### src/rtl/framebuffer_write_arbiter.sv
// framebuffer_write_arbiter
// Sole driver of the framebuffer write port. Two requesters (0 = host,
// 1 = rasterizer) share the port through valid/ready handshakes with
// round-robin arbitration. A clear sequencer fills the frame with one
// palette index, one pixel per cycle, in raster order. All write-port
// outputs are registered; at most one write retires per clock.
//
// Optional build macro: FB_ARB_BOUNDS_CHECK_EN
//   defined   : out-of-range requests are accepted but dropped, oob_o pulses
//   undefined : coordinates pass through unchecked, oob_o tied to 0
module framebuffer_write_arbiter #(
  parameter int RESOLUTION_X   = 400,
  parameter int RESOLUTION_Y   = 300,
  parameter int PALETTE_LENGTH = 256,
  localparam int XW = $clog2(RESOLUTION_X),
  localparam int YW = $clog2(RESOLUTION_Y),
  localparam int PW = $clog2(PALETTE_LENGTH)
) (
  input  logic          clk_i,
  input  logic          reset_ni,
  input  logic [1:0]    req_valid_i,
  output logic [1:0]    req_ready_o,
  input  logic [XW-1:0] req0_x_i,
  input  logic [YW-1:0] req0_y_i,
  input  logic [PW-1:0] req0_index_i,
  input  logic [XW-1:0] req1_x_i,
  input  logic [YW-1:0] req1_y_i,
  input  logic [PW-1:0] req1_index_i,
  input  logic          clear_start_i,
  input  logic [PW-1:0] clear_index_i,
  output logic          clear_busy_o,
  output logic          clear_done_o,
  output logic          we_o,
  output logic [XW-1:0] wr_pxl_x_o,
  output logic [YW-1:0] wr_pxl_y_o,
  output logic [PW-1:0] wr_palette_index_o,
  output logic          oob_o
);

  localparam logic [0:0] ST_ARB   = 1'b0;
  localparam logic [0:0] ST_CLEAR = 1'b1;

  localparam logic [XW-1:0] X_MAX = XW'(RESOLUTION_X - 1);
  localparam logic [YW-1:0] Y_MAX = YW'(RESOLUTION_Y - 1);

  logic [0:0]    state;
  logic          last_grant;    // requester that won the most recent transfer
  logic          clear_last;    // final pixel of the sweep has been emitted
  logic [XW-1:0] clr_x;
  logic [YW-1:0] clr_y;
  logic [PW-1:0] clr_index;

  logic [1:0]    xfer;
  logic          sel;
  logic [XW-1:0] sel_x;
  logic [YW-1:0] sel_y;
  logic [PW-1:0] sel_index;

  logic [XW-1:0] cur_x, nxt_x;
  logic [YW-1:0] cur_y, nxt_y;
  logic [PW-1:0] cur_index;
  logic          x_last, y_last;

  // Grant: clear beats requesters, lone valid wins, contention goes to the
  // requester that did not win last time.
  always_comb begin
    // NOTE: every always_comb output gets a default first so no latch is inferred.
    req_ready_o = 2'b00;
    if (reset_ni && state == ST_ARB && !clear_start_i) begin
      unique case (req_valid_i)
        2'b01:   req_ready_o = 2'b01;
        2'b10:   req_ready_o = 2'b10;
        2'b11:   req_ready_o = last_grant ? 2'b01 : 2'b10;
        default: req_ready_o = 2'b00;
      endcase
    end
  end

  // Select the granted request's fields.
  always_comb begin
    xfer      = req_valid_i & req_ready_o;
    sel       = xfer[1];
    sel_x     = sel ? req1_x_i     : req0_x_i;
    sel_y     = sel ? req1_y_i     : req0_y_i;
    sel_index = sel ? req1_index_i : req0_index_i;
  end

  // Sweep position: the pixel emitted this edge (origin when starting from
  // ARB) and the raster-order successor.
  always_comb begin
    cur_x     = (state == ST_ARB) ? '0 : clr_x;
    cur_y     = (state == ST_ARB) ? '0 : clr_y;
    cur_index = (state == ST_ARB) ? clear_index_i : clr_index;
    x_last    = (cur_x == X_MAX);
    y_last    = (cur_y == Y_MAX);
    nxt_x     = x_last ? '0 : cur_x + 1'b1;
    nxt_y     = x_last ? cur_y + 1'b1 : cur_y;
  end

`ifdef FB_ARB_BOUNDS_CHECK_EN
  localparam logic [XW:0] X_LIM = (XW+1)'(RESOLUTION_X);
  localparam logic [YW:0] Y_LIM = (YW+1)'(RESOLUTION_Y);
  logic sel_oob;
  assign sel_oob = ({1'b0, sel_x} >= X_LIM) || ({1'b0, sel_y} >= Y_LIM);
`endif

  // Arbitration / clear FSM and registered write port.
  always_ff @(posedge clk_i) begin
    if (!reset_ni) begin
      // NOTE: sequential state uses non-blocking assignments only, so every
      // register samples pre-edge values regardless of statement order.
      state              <= ST_ARB;
      last_grant         <= 1'b1;
      clear_last         <= 1'b0;
      clr_x              <= '0;
      clr_y              <= '0;
      clr_index          <= '0;
      clear_busy_o       <= 1'b0;
      clear_done_o       <= 1'b0;
      we_o               <= 1'b0;
      wr_pxl_x_o         <= '0;
      wr_pxl_y_o         <= '0;
      wr_palette_index_o <= '0;
`ifdef FB_ARB_BOUNDS_CHECK_EN
      oob_o              <= 1'b0;
`endif
    end else begin
      we_o         <= 1'b0;
      clear_done_o <= 1'b0;
`ifdef FB_ARB_BOUNDS_CHECK_EN
      oob_o        <= 1'b0;
`endif
      if (state == ST_ARB) begin
        if (clear_start_i) begin
          // First pixel goes out immediately; counters hold the next one.
          clr_index          <= clear_index_i;
          we_o               <= 1'b1;
          wr_pxl_x_o         <= cur_x;
          wr_pxl_y_o         <= cur_y;
          wr_palette_index_o <= cur_index;
          clr_x              <= nxt_x;
          clr_y              <= nxt_y;
          clear_last         <= x_last && y_last;
          clear_busy_o       <= 1'b1;
          state              <= ST_CLEAR;
        end else if (|xfer) begin
          last_grant         <= sel;
          wr_pxl_x_o         <= sel_x;
          wr_pxl_y_o         <= sel_y;
          wr_palette_index_o <= sel_index;
`ifdef FB_ARB_BOUNDS_CHECK_EN
          we_o               <= !sel_oob;
          oob_o              <= sel_oob;
`else
          we_o               <= 1'b1;
`endif
        end
      end else begin
        if (clear_last) begin
          clear_last   <= 1'b0;
          clear_busy_o <= 1'b0;
          clear_done_o <= 1'b1;
          state        <= ST_ARB;
        end else begin
          we_o               <= 1'b1;
          wr_pxl_x_o         <= cur_x;
          wr_pxl_y_o         <= cur_y;
          wr_palette_index_o <= cur_index;
          clr_x              <= nxt_x;
          clr_y              <= nxt_y;
          clear_last         <= x_last && y_last;
        end
      end
    end
  end

`ifndef FB_ARB_BOUNDS_CHECK_EN
  assign oob_o = 1'b0;
`endif

endmodule

### config.mk
export PLATFORM = sky130hd
export DESIGN_NAME = framebuffer_write_arbiter
export DESIGN_NICKNAME = d
export VERILOG_FILES = /design/src/rtl/framebuffer_write_arbiter.sv
export SDC_FILE = /design/constraint.sdc
export NUM_CORES = 1
export LEC_CHECK = 0
export ABC_CLOCK_PERIOD_IN_PS = 2500
export BUFFER_PORTS_ARGS = -buffer_cell sky130_fd_sc_hd__buf_2
export CORE_MARGIN = 5
export CORE_UTILIZATION = 46
export DETAILED_ROUTE_END_ITERATION = 8
export PLACE_DENSITY = 0.82
export SLEW_MARGIN = 20
export SYNTH_ARGS = -nofsm -noshare
export SYNTH_HDL_FRONTEND = slang
export SYNTH_SLANG_ARGS = --single-unit
### constraint.sdc
create_clock -name clk_i -period 2.5 [get_ports clk_i]
set_clock_uncertainty 0.1 [all_clocks]
set_input_delay 0.5 -clock clk_i [delete_from_list [all_inputs] [get_ports clk_i]]
set_output_delay 0.5 -clock clk_i [all_outputs]
set_load 0.03 [all_outputs]
==> impl_metrics.yaml, run 1 <==
cells_and_area:
  seqCellArea_mm2: 0.00116
  area_delta_synth_final_pct: 22.5
  antenna_cells: 0
  final_net_count: 563
  final_common_cell: "buf_2"
  nFillCells: 636
  multi_input_area_mm2: 0.00179
  fin_util: 0.571
  most-common-layout-cells: "buf_2 (95), nand2_1 (73), dfxtp_1 (58), o21ai_0 (41), and3_1 (27)"
  drive_gt1_frac: 0.260
  stdcell_area_mm2: 0.00382
floorplanning:
  start_util: 0.466
  die_area_mm2: 0.00852
  num_rows: 30
  fp.coreArea_mm2: 0.00668
  die_y_um: 92.3
  ios: 97
  die_width_um: 92.3
clocking:
  clk_pin_slew_ns: 0.07
  post_cts_resized: 0
  clkLatencyLatePin_ns: 0.34
  cts_root_buffer: "clkbuf_8"
  clk_path_buf_depth: 2
  tritoncts: "yes"
  cts_max_level: 3
  cts_buffers: 9
  cts.sinks: 58
  hold_buffers: 0
  cts_setup_buffers: 0
pwr:
  ir_worst_vdd_uv: 387
  p_leak_nw: 1.68
  p_per_area_mw_per_mm2: 578
  power_w: 0.00221
route:
  via_count: 3433
  drtIter0Drc: 171
  via_per_inst: 5.92
  wl_per_cell_um: 15.8
  drtAntennaViolNets: 0
  drt_wl_total_mm: 9.15
  firstDrtPassIters: 5
  route.detailed.drc: 0
sta:
  setup_ws_ns: 0.163
  finalSetupTns_ns: 0
  tightest_slew_ns: 0.555
  slew-limit-headroom: 0.629
  rsz0062_at_grt: "no"
  maxSlewViolCount: 0
  hold_violations: 0
  setup_viol: 0
  min_period_ns: 2.34
  post-route-period-util: 0.935
  fmax_ghz: 0.428
critical_path:
  crit_path_end_kind: "output port"
  start_kind: "register"
  arrival_ns: 1.74
  critPathMaxFanout: 38
  worstSetupPathType: "reg -> out"
  cp_data_required_time_ns: 1.90
  reg2reg_slack_ns: 0.37
synth:
  syn_nets: 482
  synth_compound_gate_area_share: 0.280
  ys_types: 45
  synthMuxAreaShare: 0.00321
  synth_edf_count: 0
  syn_area_mm2: 0.00312
  syn_area_per_cell_um2: 7.51
  synthTopCellsByArea: "dfxtp_1 (37%), nand2_1 (8.8%), o21ai_0 (6.6%)"
  yosys.area_share.simple: 0.274
  ys.flop_type: "dfxtp_1"
  synth_top_family_by_area: "compound AO/OA/AOI/OAI gates"
  synth-xor-area-share: 0.00281
  ys_ff_latch: 58
  yosysTopAreaCell: "dfxtp_1"
  synthArstFlopShare: 0
  synth_warnings: 0
  synth.top_cell.area_share: 0.373
  netlist_instances: 415
  synth_seq_area_share: 0.373
  synth_adder_area_share: 0.00803
placement:
  dpl_cell_area_mm2: 0.00365
  io_buffer_count: 95
  gp_congestion: 0.860
  dp_hpwl_mm: 6.62
  place_ws_ns: 0.407
global_routing:
  grt_pass1_vias: 3204
  grt_pass1_wl_mm: 15.0
  grtUsageTotal: 0.218
  antenna_found_initial: 0
  grt_max_degree: 45
  overflow: 0
status:
  outcome: "complete, no violations"
flow_run:
  maxCapViolCount: 0
hold_path:
  min_path_type: "in -> reg"
[critical path: stages, from the launching register on]
cell and delay, ns:
dfxtp_1 0.32, buf_4 0.25, nor2_1 0.36, o2111a_1 0.25, buf_2 0.21
[synth_stat cells (9+ instances only)]
library cell,instances
nand2_1,73
clkbuf_1,25
dfxtp_1,58
a21oi_1,21
a31oi_1,22
nor2_1,17
nand4_1,9
and3_1,27
nand3_1,15
a21boi_0,17
o21ai_0,41
[state kept, by name, indices dropped and copies added, names as in the netlist]
name and count:
clr_x 9, clr_y 9, wr_pxl_x_o 9, wr_pxl_y_o 9, clr_index 8, wr_palette_index_o 8
clear_busy_o 1, clear_done_o 1, clear_last 1, last_grant 1, state 1, we_o 1
[cell type report]
cell class                 instances  area share
tap                               80      0.0262
clock inverter                     3     0.00393
clock buffer                      12      0.0406
sequential                        58       0.304
inverter                           8     0.00787
multi-input combinational        313       0.468
timing repair buffer             106       0.149
[metal layers]
metal  GRT usage  up-vias  wire length, µm
met5           0        -                0
met4       0.105        0              218
met3      0.0463       19              684
met2       0.357      130             4310
met1       0.274     1600             3940
li1            -     1684                -
[logic make-up after synthesis]
kind of cell             Yosys count
multiplexers                       1
XOR/XNOR                           1
AO/OA/AOI/OAI                    139
flip-flops                        58
AND/OR/NAND/NOR                  169
adder cells (fa/ha/maj)            2
other                              1
buffers and inverters             44
[through the flow]
step           instances  hold slack, ns
5_1_grt              580           0.307
4_1_cts              580           0.293
3_3_place_gp         565           0.344
6_report             580           0.305
2_1_floorplan        415           0.336
3_5_place_dp         565           0.353
[power breakdown]
group / leakage (nW) / internal [W] / switching, W
Combinational: 1.11 / 0.000150 / 0.000286
Clock: 0.0920 / 0.000403 / 0.000364
Sequential: 0.475 / 0.000977 / 0.0000262
[worst paths after layout]
path	start	endpoint	cells after the start
min reg2reg	clr_index[7]	clr_index[7]	2
max	state	req_ready_o[0]	4
min	clear_index_i[2]	clr_index[2]	3
max reg2reg	state	clr_y[3]	7
No activity file was read; power rests on OpenSTA's default activity.
==> inputs of run 2 (changes only) <==
- CORE_ASPECT_RATIO: default -> 0.7
==> run 2 against run 1 <==
  * Clock power grew 8.7%
  * Routed wire length grew 4.7%
  * Register-to-register slack lost 0.04 ns
  * Power grew 3.5%
  * Via count grew 0.55%
  * Worst hold slack gained 0.0070 ns
  * Sequential share of layout area shrank 0.37 points
  * First-iteration DRC count grew 74%
  * Critical endpoint is now req_ready_o[1]
  * Largest cell class unchanged
  * Largest power group unchanged
==> impl_metrics.yaml, run 2 (same netlist as run 1, synthesis figures left out) <==
floorplanning:
  ios: 97
  die_width_um: 108
  num_rows: 25
  fp.coreArea_mm2: 0.00666
  die_area_mm2: 0.00855
  start_util: 0.468
  die_y_um: 78.9
cells_and_area:
  final_common_cell: "buf_2"
  final_net_count: 565
  drive_gt1_frac: 0.264
  nFillCells: 628
  area_delta_synth_final_pct: 24.1
  final_cell_count_no_fill: 597
  stdcell_area_mm2: 0.00386
  antenna_cells: 0
  most-common-layout-cells: "buf_2 (95), nand2_1 (73), dfxtp_1 (58), o21ai_0 (41), and3_1 (27)"
clocking:
  clkLatencyLatePin_ns: 0.34
  clk_pin_slew_ns: 0.06
  hold_buffers: 0
  cts_root_buffer: "clkbuf_8"
  cts.sinks: 58
  cts_max_level: 3
  post_cts_resized: 0
  clk_path_buf_depth: 2
  tritoncts: "yes"
  cts_setup_buffers: 0
  cts_buffers: 9
critical_path:
  reg2reg_from: "state"
  path_cells: "buf_4 > or2_2 > nor2_1 > buf_2"
  cp-endpoint: "req_ready_o[1]"
  crit_slowest_cell: "or2_2"
  critPathMaxFanout: 20
  reg2reg_depth: 7
  start_kind: "register"
  max_stage_delay_ns: 0.42
  cp.buffers_inverters: 2
  cp.depth: 4
  regToRegEndpoint: "clr_y[8]"
  arrival_ns: 1.75
  cp_data_required_time_ns: 1.90
  cp_top_family: "simple AND/OR/NAND/NOR gates"
  worstSetupPathType: "reg -> out"
  reg2reg_slack_ns: 0.33
  crit_path_end_kind: "output port"
  cp-startpoint: "state"
pwr:
  clkPwrFrac: 0.365
  p_switching_w: 0.000701
  combPwrFrac: 0.194
  pwr-share-seq: 0.441
  power.internal_w: 0.00158
  p_per_area_mw_per_mm2: 591
  ir_worst_vdd_uv: 259
  p_leak_nw: 1.69
  power_w: 0.00228
  switching_share: 0.307
sta:
  post-route-period-util: 0.939
  maxSlewViolCount: 0
  setup_ws_ns: 0.152
  setup_viol: 0
  slew-limit-headroom: 0.616
  fmax_ghz: 0.426
  hold_violations: 0
  min_period_ns: 2.35
  tightest_slew_ns: 0.570
  finalSetupTns_ns: 0
  rsz0062_at_grt: "no"
global_routing:
  grt_pass1_wl_mm: 15.4
  grt_max_degree: 46
  grt_pass1_vias: 3201
  overflow: 0
  grtUsageTotal: 0.227
  antenna_found_initial: 0
placement:
  dp_hpwl_mm: 7.04
  place_ws_ns: 0.350
  io_buffer_count: 95
  gp_congestion: 0.913
  placed_cells: 581
  dpl_cell_area_mm2: 0.00368
hold_path:
  min_path_type: "in -> reg"
  min_from: "clear_index_i[1]"
route:
  drtIter0Drc: 297
  drtAntennaViolNets: 0
  wl_per_cell_um: 16.1
  via_count: 3452
  via_per_inst: 5.78
  firstDrtPassIters: 5
  route.detailed.drc: 0
  drt_wl_total_mm: 9.58
flow_run:
  maxCapViolCount: 0
status:
  outcome: "complete, no violations"
run 2: changes by cell type in the layout (fill, tap and decap cells not counted):
cell | before | now
buf_4 | 10 | 12
bufinv_16 | 0 | 1
clkbuf_8 | 11 | 9
clkinv_2 | 3 | 4
clkinvlp_4 | 0 | 1
run 2: final cells by class:
cell class                      count  area, µm²  share of cell area
Tap cell                           94        118              0.0304
Sequential cell                    58       1160               0.300
Inverter                            8       30.0             0.00777
Multi-Input combinational cell    313       1790               0.462
Clock inverter                      6       57.6              0.0149
Timing Repair Buffer              108        586               0.152
Clock buffer                       10        128              0.0330
run 2: worst reg2reg max path, cell delays in order, from the launching register on:
cell     delay (ns)
dfxtp_1        0.46
nand2_1        0.15
inv_1          0.08
ha_1           0.19
nand4_1        0.21
nor4_4         0.54
a31oi_1        0.15
o21a_1         0.19
run 2: through the flow:
stage / hold slack, ns / util
final: 0.312 / 0.580
after global routing: 0.307 / 0.580
after CTS: 0.302 / 0.580
after detailed placement: 0.351 / 0.552
after global placement: 0.345 / 0.552
after floorplan: 0.336 / -
run 2: metal layers:
metal | share of wire | GRT usage | up-vias
li1 | - | - | 1682
met1 | 0.46 | 0.320 | 1566
met2 | 0.42 | 0.329 | 191
met3 | 0.11 | 0.0723 | 13
met4 | 0.013 | 0.0681 | 0
met5 | 0 | 0 | -
run 2: how the worst min path moves through the flow:
stage	to	slack (ns)	depth (start not counted)
4_1_cts	clr_index[1]	0.30	3
5_1_grt	clr_index[5]	0.31	3
3_5_place_dp	clr_index[0]	0.35	2
3_3_place_gp	clr_index[6]	0.35	2
2_1_floorplan	clr_index[0]	0.34	2
6_report	clr_index[1]	0.31	3
run 2: power by group through the flow:
stage	sequential [W]	combinational [W]	clock, W
after floorplan	0.00110	0.000204	0
after global placement	0.00102	0.000431	0
after detailed placement	0.00103	0.000438	0
after CTS	0.00101	0.000439	0.000849
after global routing	0.00101	0.000480	0.000896
final	0.00101	0.000443	0.000834
==> inputs of run 3 (changes only) <==
- ABC_AREA: default -> 0
- MAX_ROUTING_LAYER: default -> met4
==> run 3 against run 2 <==
  * Clock power increased by 13%
  * Via count is essentially flat
  * Register-to-register slack gained 0.04 ns
  * Global-route usage up 0.91 points
==> impl_metrics.yaml, run 3 (same netlist as run 1, synthesis figures left out) <==
global_routing:
  antenna_found_initial: 0
  grt_max_degree: 46
  grtUsageTotal: 0.236
  overflow: 0
  grt_pass1_wl_mm: 15.6
  grt_pass1_vias: 3225
pwr:
  ir_worst_vdd_uv: 234
  p_per_area_mw_per_mm2: 615
  power.internal_w: 0.00169
  p_switching_w: 0.000704
  switching_share: 0.294
  combPwrFrac: 0.185
  p_leak_nw: 1.70
  pwr-share-seq: 0.420
  clkPwrFrac: 0.394
critical_path:
  crit_path_end_kind: "output port"
  arrival_ns: 1.74
  critPathMaxFanout: 21
  reg2reg_slack_ns: 0.37
  cp_data_required_time_ns: 1.90
  reg2reg_from: "state"
  worstSetupPathType: "reg -> out"
  start_kind: "register"
  cp-startpoint: "state"
clocking:
  cts_setup_buffers: 0
  clkLatencyLatePin_ns: 0.35
  clk_pin_slew_ns: 0.07
  hold_buffers: 0
  cts_buffers: 9
  clk_path_buf_depth: 2
  cts_max_level: 3
  cts.sinks: 58
  post_cts_resized: 0
  cts_root_buffer: "clkbuf_8"
  tritoncts: "yes"
floorplanning:
  fp.coreArea_mm2: 0.00666
  num_rows: 25
  ios: 97
  die_width_um: 108
  die_area_mm2: 0.00855
  start_util: 0.468
  die_y_um: 78.9
route:
  firstDrtPassIters: 6
  wl_per_cell_um: 16.1
  via_per_inst: 5.79
  via_count: 3454
  drtIter0Drc: 360
  route.detailed.drc: 0
  drtAntennaViolNets: 0
  drt_wl_total_mm: 9.61
sta:
  finalSetupTns_ns: 0
  maxSlewViolCount: 0
  setup_viol: 0
  slew-limit-headroom: 0.553
  post-route-period-util: 0.934
  hold_violations: 0
  min_period_ns: 2.34
  tightest_slew_ns: 0.664
  fmax_ghz: 0.428
  rsz0062_at_grt: "no"
flow_run:
  maxCapViolCount: 0
cells_and_area:
  area_delta_synth_final_pct: 24.9
  drive_gt1_frac: 0.262
  antenna_cells: 0
  final_cell_count_no_fill: 597
  final_net_count: 565
  most-common-layout-cells: "buf_2 (95), nand2_1 (73), dfxtp_1 (58), o21ai_0 (41), and3_1 (27)"
  final_common_cell: "buf_2"
hold_path:
  min_path_type: "in -> reg"
  min_from: "clear_index_i[2]"
placement:
  gp_congestion: 0.922
  dp_hpwl_mm: 7.02
  placed_cells: 581
  io_buffer_count: 95
status:
  outcome: "complete, no violations"
-- run 3: worst max-delay path, cell delays in order (launching register included) --
cell,delay [ns]
dfxtp_1,0.36
buf_4,0.23
or2_2,0.42
nor2_1,0.15
buf_2,0.22
-- run 3: cell type report --
| cell class | instances | area (µm²) |
|---|---|---|
| well taps | 94 | 118 |
| flip-flops and latches | 58 | 1160 |
| clock buffers | 11 | 131 |
| clock inverters | 5 | 78.8 |
| multi-input cells | 313 | 1790 |
| repair buffers | 108 | 586 |
| fillers | 632 | 2770 |
| inverters | 8 | 30.0 |
-- run 3: per-layer routing --
| layer | vias to the layer above | wire length [µm] | GRT usage |
|---|---|---|---|
| met5 | - | 0 | - |
| met4 | 0 | 99 | 0.0681 |
| li1 | 1680 | - | - |
| met3 | 11 | 826 | 0.0585 |
| met1 | 1585 | 4600 | 0.338 |
| met2 | 178 | 4080 | 0.329 |
-- run 3: per-stage QoR --
| step | setup slack (ns) | hold WS [ns] | cell area (µm²) | total power (W) | utilization |
|---|---|---|---|---|---|
| 2_1_floorplan | 0.0279 | 0.336 | 3120 | 0.00130 | - |
| 3_5_place_dp | 0.394 | 0.353 | 3680 | 0.00146 | 0.552 |
| 5_1_grt | 0.0852 | 0.310 | 3890 | 0.00248 | 0.584 |
| 4_1_cts | 0.157 | 0.298 | 3890 | 0.00239 | 0.584 |
| 6_report | 0.165 | 0.299 | 3890 | 0.00239 | 0.584 |
| 3_3_place_gp | 0.493 | 0.345 | 3680 | 0.00145 | 0.552 |
-- run 3: final timing paths --
kind / to / cells past startpoint
setup / recovery: req_ready_o[1] / 4
hold reg to reg: clr_index[0] / 2
hold / removal: clr_index[2] / 3
setup reg to reg: clr_y[4] / 7
-- run 3: power groups by stage --
stage | clock (W) | combinational (W) | sequential [W]
after floorplan | 0 | 0.000204 | 0.00110
after global placement | 0 | 0.000431 | 0.00102
after detailed placement | 0 | 0.000438 | 0.00102
after CTS | 0.000949 | 0.000439 | 0.00101
after global routing | 0.000990 | 0.000480 | 0.00101
final | 0.000944 | 0.000443 | 0.00101
